===== src/rtl/mat5_mult_seq.sv =====
// Sequential 5x5 signed fixed-point matrix multiplier C = A x B, one element per handshake in and out.
// Define MAT5_SAT_EN to saturate results to DW bits and report clamping on ovf; otherwise results wrap.
module mat5_mult_seq #(
    parameter int DW   = 32,
    parameter int FRAC = 0
) (
    input  logic          clk,
    input  logic          rst_n,
    input  logic          in_valid,
    output logic          in_ready,
    input  logic [DW-1:0] in_data,
    output logic          out_valid,
    input  logic          out_ready,
    output logic [DW-1:0] out_data,
    output logic [2:0]    out_row,
    output logic [2:0]    out_col,
    output logic          out_last,
    output logic          busy,
    output logic          ovf
);

    localparam int ACCW = 2*DW + 3;

    typedef enum logic [1:0] {ST_LOAD, ST_MAC, ST_OUT} state_t;

    state_t                 state_q, state_d;
    logic [5:0]             idx_q, idx_d;
    logic [2:0]             i_q, i_d, j_q, j_d, k_q, k_d;
    logic signed [ACCW-1:0] acc_q, acc_d;
    logic [DW-1:0]          out_data_q, out_data_d;
    logic [2:0]             out_row_q, out_row_d, out_col_q, out_col_d;
    logic                   out_last_q, out_last_d;
    logic                   ovf_q, ovf_d;

    // Operands 0..24 hold A row-major, 25..49 hold B row-major.
    logic [DW-1:0] mem [0:49];

    logic [5:0]               a_idx, b_idx;
    logic signed [DW-1:0]     a_op, b_op;
    logic signed [2*DW-1:0]   prod;
    logic signed [ACCW-1:0]   acc_sum, shifted;
    logic [DW-1:0]            res;
    logic                     sat;

    assign a_idx   = 6'(i_q) * 6'd5 + 6'(k_q);
    assign b_idx   = 6'd25 + 6'(k_q) * 6'd5 + 6'(j_q);
    assign a_op    = $signed(mem[a_idx]);
    assign b_op    = $signed(mem[b_idx]);
    assign prod    = a_op * b_op;
    assign acc_sum = acc_q + {{3{prod[2*DW-1]}}, prod};
    assign shifted = acc_sum >>> FRAC;

`ifdef MAT5_SAT_EN
    localparam logic signed [ACCW-1:0] SAT_MAX = {{(ACCW-DW+1){1'b0}}, {(DW-1){1'b1}}};
    localparam logic signed [ACCW-1:0] SAT_MIN = {{(ACCW-DW+1){1'b1}}, {(DW-1){1'b0}}};

    always_comb begin
        res = shifted[DW-1:0];
        sat = 1'b0;
        if (shifted > SAT_MAX) begin
            res = SAT_MAX[DW-1:0];
            sat = 1'b1;
        end else if (shifted < SAT_MIN) begin
            res = SAT_MIN[DW-1:0];
            sat = 1'b1;
        end
    end
`else
    logic unused_hi;
    assign res       = shifted[DW-1:0];
    assign sat       = 1'b0;
    assign unused_hi = ^shifted[ACCW-1:DW];
`endif

    always_ff @(posedge clk) begin
        if (state_q == ST_LOAD && in_valid)
            mem[idx_q] <= in_data;
    end

    always_ff @(posedge clk or negedge rst_n) begin
        if (!rst_n) begin
            state_q    <= ST_LOAD;
            idx_q      <= '0;
            i_q        <= '0;
            j_q        <= '0;
            k_q        <= '0;
            acc_q      <= '0;
            out_data_q <= '0;
            out_row_q  <= '0;
            out_col_q  <= '0;
            out_last_q <= 1'b0;
            ovf_q      <= 1'b0;
        end else begin
            state_q    <= state_d;
            idx_q      <= idx_d;
            i_q        <= i_d;
            j_q        <= j_d;
            k_q        <= k_d;
            acc_q      <= acc_d;
            out_data_q <= out_data_d;
            out_row_q  <= out_row_d;
            out_col_q  <= out_col_d;
            out_last_q <= out_last_d;
            ovf_q      <= ovf_d;
        end
    end

    always_comb begin
        state_d    = state_q;
        idx_d      = idx_q;
        i_d        = i_q;
        j_d        = j_q;
        k_d        = k_q;
        acc_d      = acc_q;
        out_data_d = out_data_q;
        out_row_d  = out_row_q;
        out_col_d  = out_col_q;
        out_last_d = out_last_q;
        ovf_d      = ovf_q;
        case (state_q)
            ST_LOAD: begin
                if (in_valid) begin
                    idx_d = idx_q + 6'd1;
                    if (idx_q == 6'd0)
                        ovf_d = 1'b0;
                    if (idx_q == 6'd49) begin
                        idx_d   = '0;
                        i_d     = '0;
                        j_d     = '0;
                        k_d     = '0;
                        acc_d   = '0;
                        state_d = ST_MAC;
                    end
                end
            end
            ST_MAC: begin
                acc_d = acc_sum;
                k_d   = k_q + 3'd1;
                // The final product is folded straight into the registered result.
                if (k_q == 3'd4) begin
                    out_data_d = res;
                    out_row_d  = i_q;
                    out_col_d  = j_q;
                    out_last_d = (i_q == 3'd4) && (j_q == 3'd4);
                    if (sat)
                        ovf_d = 1'b1;
                    state_d = ST_OUT;
                end
            end
            ST_OUT: begin
                if (out_ready) begin
                    acc_d   = '0;
                    k_d     = '0;
                    state_d = ST_MAC;
                    if (out_last_q) begin
                        idx_d   = '0;
                        state_d = ST_LOAD;
                    end else if (j_q == 3'd4) begin
                        j_d = '0;
                        i_d = i_q + 3'd1;
                    end else begin
                        j_d = j_q + 3'd1;
                    end
                end
            end
            default: state_d = ST_LOAD;
        endcase
    end

    assign in_ready  = (state_q == ST_LOAD);
    assign out_valid = (state_q == ST_OUT);
    assign busy      = (state_q != ST_LOAD);
    assign out_data  = out_data_q;
    assign out_row   = out_row_q;
    assign out_col   = out_col_q;
    assign out_last  = out_last_q;
    assign ovf       = ovf_q;

endmodule

===== config.mk =====
export PLATFORM = sky130hd
export DESIGN_NAME = mat5_mult_seq
export DESIGN_NICKNAME = d
export VERILOG_FILES = /design/src/rtl/mat5_mult_seq.sv
export SDC_FILE = /design/constraint.sdc
export NUM_CORES = 2
export LEC_CHECK = 0
export CAP_MARGIN = 20
export CORE_MARGIN = 3
export CORE_UTILIZATION = 60
export DETAILED_ROUTE_END_ITERATION = 12
export GPL_ROUTABILITY_DRIVEN = 0
export PLACE_DENSITY = 0.75
export SLEW_MARGIN = 0
export SYNTH_ARGS = -nofsm -noshare
export SYNTH_HDL_FRONTEND = slang
export SYNTH_SLANG_ARGS = --single-unit

===== constraint.sdc =====
create_clock -name clk -period 32 [get_ports clk]
set_clock_uncertainty 0.1 [all_clocks]
set_input_delay 6.4 -clock clk [delete_from_list [all_inputs] [get_ports clk]]
set_output_delay 6.4 -clock clk [all_outputs]
set_load 0.005 [all_outputs]

==> impl_results.md <==
* Crit Path Max Fanout at 40
* Die area at around 160000 um^2
* Post-Synthesis Cells at 5850
* Post-cts sizing count at 0
* Initial antenna violation count at 12
* Final Hold Fails at 0
* Fmax achieved at 65.9 MHz
* Buf+Inv Stages, Crit Path at 12
* Setup TNS at 0 ns
* Relative slew slack at 0.163
* Total grt overflow at 0
* Count of input and output buffers at 77
* Largest net degree at the start of global routing at 111
* Die Height at 406 um
* Fin cells at 8156
* Dpl cell area at 99100 um^2
* CP arrival at 15.83 ns
* Vias in the first global route at between 50000 and 60000
* Ys Warns at 0
* Synth Cell Area at 95900 um^2
* Hold-fix buffers, CTS at 0
* Routed WL at 284000 um
* Crit start category: flop
* Number of synthesized register bits at 1688
* Fin area at 105000 um^2
* Hold Crit Class: reg -> reg
* Status: completed
* First-pass GRT wire length at 413000 um
* # setup viols final at 0
* Post-route DRC at 0
* CP max-delay cell: buf_4
* CTS Buffer Depth at 3
* Share of post-route cells with drive strength above 1 at 0.242
* CTS tree: built
* Yosys top cell area share at 0.501
* Die Width at 406 um
* Final min period at between 15 and 20 ns
* Least-Margin Pin Slew at about 1.2 ns
* Syn-to-layout area delta at 9.04%
* Setup slack at placement at 16.84 ns
* Cell variety after synth at just over 90
* Slowest stage delay, CP at 0.77 ns
* Post-DP HPWL at 167000 um
* Setup slack after layout at 16.81 ns
* Post-route ant nets at 0
* Final net count at 6593
* Async set-or-reset flop fraction in the synthesized netlist at 0.0521
* Initial Util at 0.605
* CTS H-tree depth at 4
* Mean post-synth cell area at 16.4 um^2
* Worst-path clk slew at 0.07 ns
* Vias after detailed routing at 57898
* WP data required at 32.64 ns
* Wire per inst at 34.8 um
* DR pass1 iterations at 8
* Area contributors post-synth: edfxtp_1 (50%), mux4_2 (20%), fa_1 (8.6%)
* Kind of cell adding the most delay to the critical path: adder cells
* Total of max-cap violations at 0
* Iteration-0 DRC Markers at 9087
* CTS buffer count at 171
* Site row count at approximately 150
* Ys flop type: edfxtp_1
* Clock sink count at 1688
* Final Cycle Share at 0.475
* Sequential-to-total area share from yosys stat at 0.524
* CP endpoint kind: flop
* Worst-skew pair later-pin latency at 0.85 ns
* Net Count, Synth at 6507
* Setup bufs post-CTS at 0
* RSZ-0062 raised after global routing: false
* Tot GR Track Use at 0.353
* Number of vias per cell at 7.10
* Number of flops mapped to enable cells by yosys at 1600
* Core area at 159000 um^2
* Pins Over Slew Limit at 0
* Root buf cell: clkbuf_16
* CP Class: reg -> reg
* Placed Cells at ~7800
* Ports at 79
* Largest area contributor in the netlist: edfxtp_1
[sequential cells by signal, summed over array words and instances, names as in the netlist, 6 cells and up]
register	count
acc_q	32
idx_q	6
mem	1600
out_data	32
[per-layer routing]
layer  wire (um)  track usage  part of all wire  vias to the layer above
met5          51            0           0.00018                        -
met4       17900        0.183             0.063                        8
met3       40000       0.0942              0.14                      948
met2      132000        0.545              0.46                     4553
met1       94300        0.469              0.33                    29793
li1            -            -                 -                    22596
[worst paths after layout]
kind                            startpoint    endpoint  slack [ns]  cells after the start
worst max-delay path                k_q[0]   acc_q[31]       16.81                     48
worst min-delay path            out_row[1]  out_row[1]        0.38                      2
worst max register to register      k_q[0]   acc_q[31]       16.81                     48
worst min register to register  out_row[1]  out_row[1]        0.38                      2
max in group asynchronous            rst_n    idx_q[2]       25.70                      2
min in group asynchronous            rst_n   acc_q[14]        5.46                      1
[metrics by stage]
stage / hold WS (ns) / util
after floorplan: 0.355 / -
after global placement: 0.364 / 0.624
after detailed placement: 0.370 / 0.625
after CTS: 0.382 / 0.660
after global routing: 0.400 / 0.660
final: 0.375 / 0.660
[cell type report]
| type | count | area [um^2] |
|---|---|---|
| clock inverter | 97 | 1040 |
| antenna | 7 | 17.5 |
| sequential | 1688 | 50200 |
| tap | 2072 | 2590 |
| clock buffer | 217 | 4480 |
| fill | 10479 | 54000 |
| multi-input combinational | 3290 | 41900 |
| timing repair buffer | 272 | 2370 |
| inverter | 513 | 1930 |
[Yosys cell counts, drive strengths merged (27+ instances only)]
library cell,instances
a21oi,133
ha,209
xnor2,87
nand2,396
inv,510
o22ai,27
mux2,33
dfrtp,88
mux2i,132
or2,37
buf,205
edfxtp,1600
clkbuf,153
nor2,381
o21ai,126
nand2b,61
mux4,883
fa,412
a211oi,34
nor2b,34
a21o,29
[worst reg2reg max path, delay by kind of cell, from the launching register on]
kind | cells | cell delay (ns)
adder cells (fa/ha/maj) | 11 | 4.75
buffers and inverters | 12 | 4.52
AO/OA/AOI/OAI | 16 | 2.97
AND/OR/NAND/NOR | 6 | 1.27
multiplexers | 1 | 0.60
flip-flops | 1 | 0.46
XOR/XNOR | 2 | 0.41
[cell usage in the layout (no fill, tap or decap), types with 32 or more instances in the layout]
| cell | synthesis | layout |
|---|---|---|
| clkdlybuf4s50_1 | 0 | 76 |
| edfxtp_1 | 1600 | 1600 |
| a21oi_1 | 133 | 129 |
| nand2_1 | 396 | 396 |
| a211oi_1 | 33 | 33 |
| or2_2 | 37 | 37 |
| nand2b_1 | 61 | 60 |
| buf_4 | 59 | 184 |
| mux4_2 | 856 | 856 |
| mux2i_1 | 132 | 132 |
| clkinv_1 | 3 | 35 |
| o21ai_0 | 121 | 121 |
| dfrtp_1 | 88 | 88 |
| clkbuf_16 | 0 | 171 |
| clkbuf_1 | 140 | 43 |
| xnor2_1 | 85 | 81 |
| ha_1 | 209 | 205 |
| nor2b_1 | 34 | 33 |
| fa_1 | 412 | 410 |
| nor2_4 | 0 | 50 |
| mux2_2 | 32 | 32 |
| inv_1 | 507 | 507 |
| nor2_1 | 380 | 329 |
[cell families after synthesis]
logic type,count (synthesis),synth area share
buffers and inverters,872,0.0463
flip-flops,1688,0.524
other,1,0.0000391
adder cells (fa/ha/maj),621,0.113
AO/OA/AOI/OAI,499,0.0338
AND/OR/NAND/NOR,1003,0.0451
multiplexers,1048,0.226
XOR/XNOR,118,0.0117
Power is left out: the tool's default activity adds up to more than one toggle a clock period on the data nets, which glitch-free logic cannot reach.
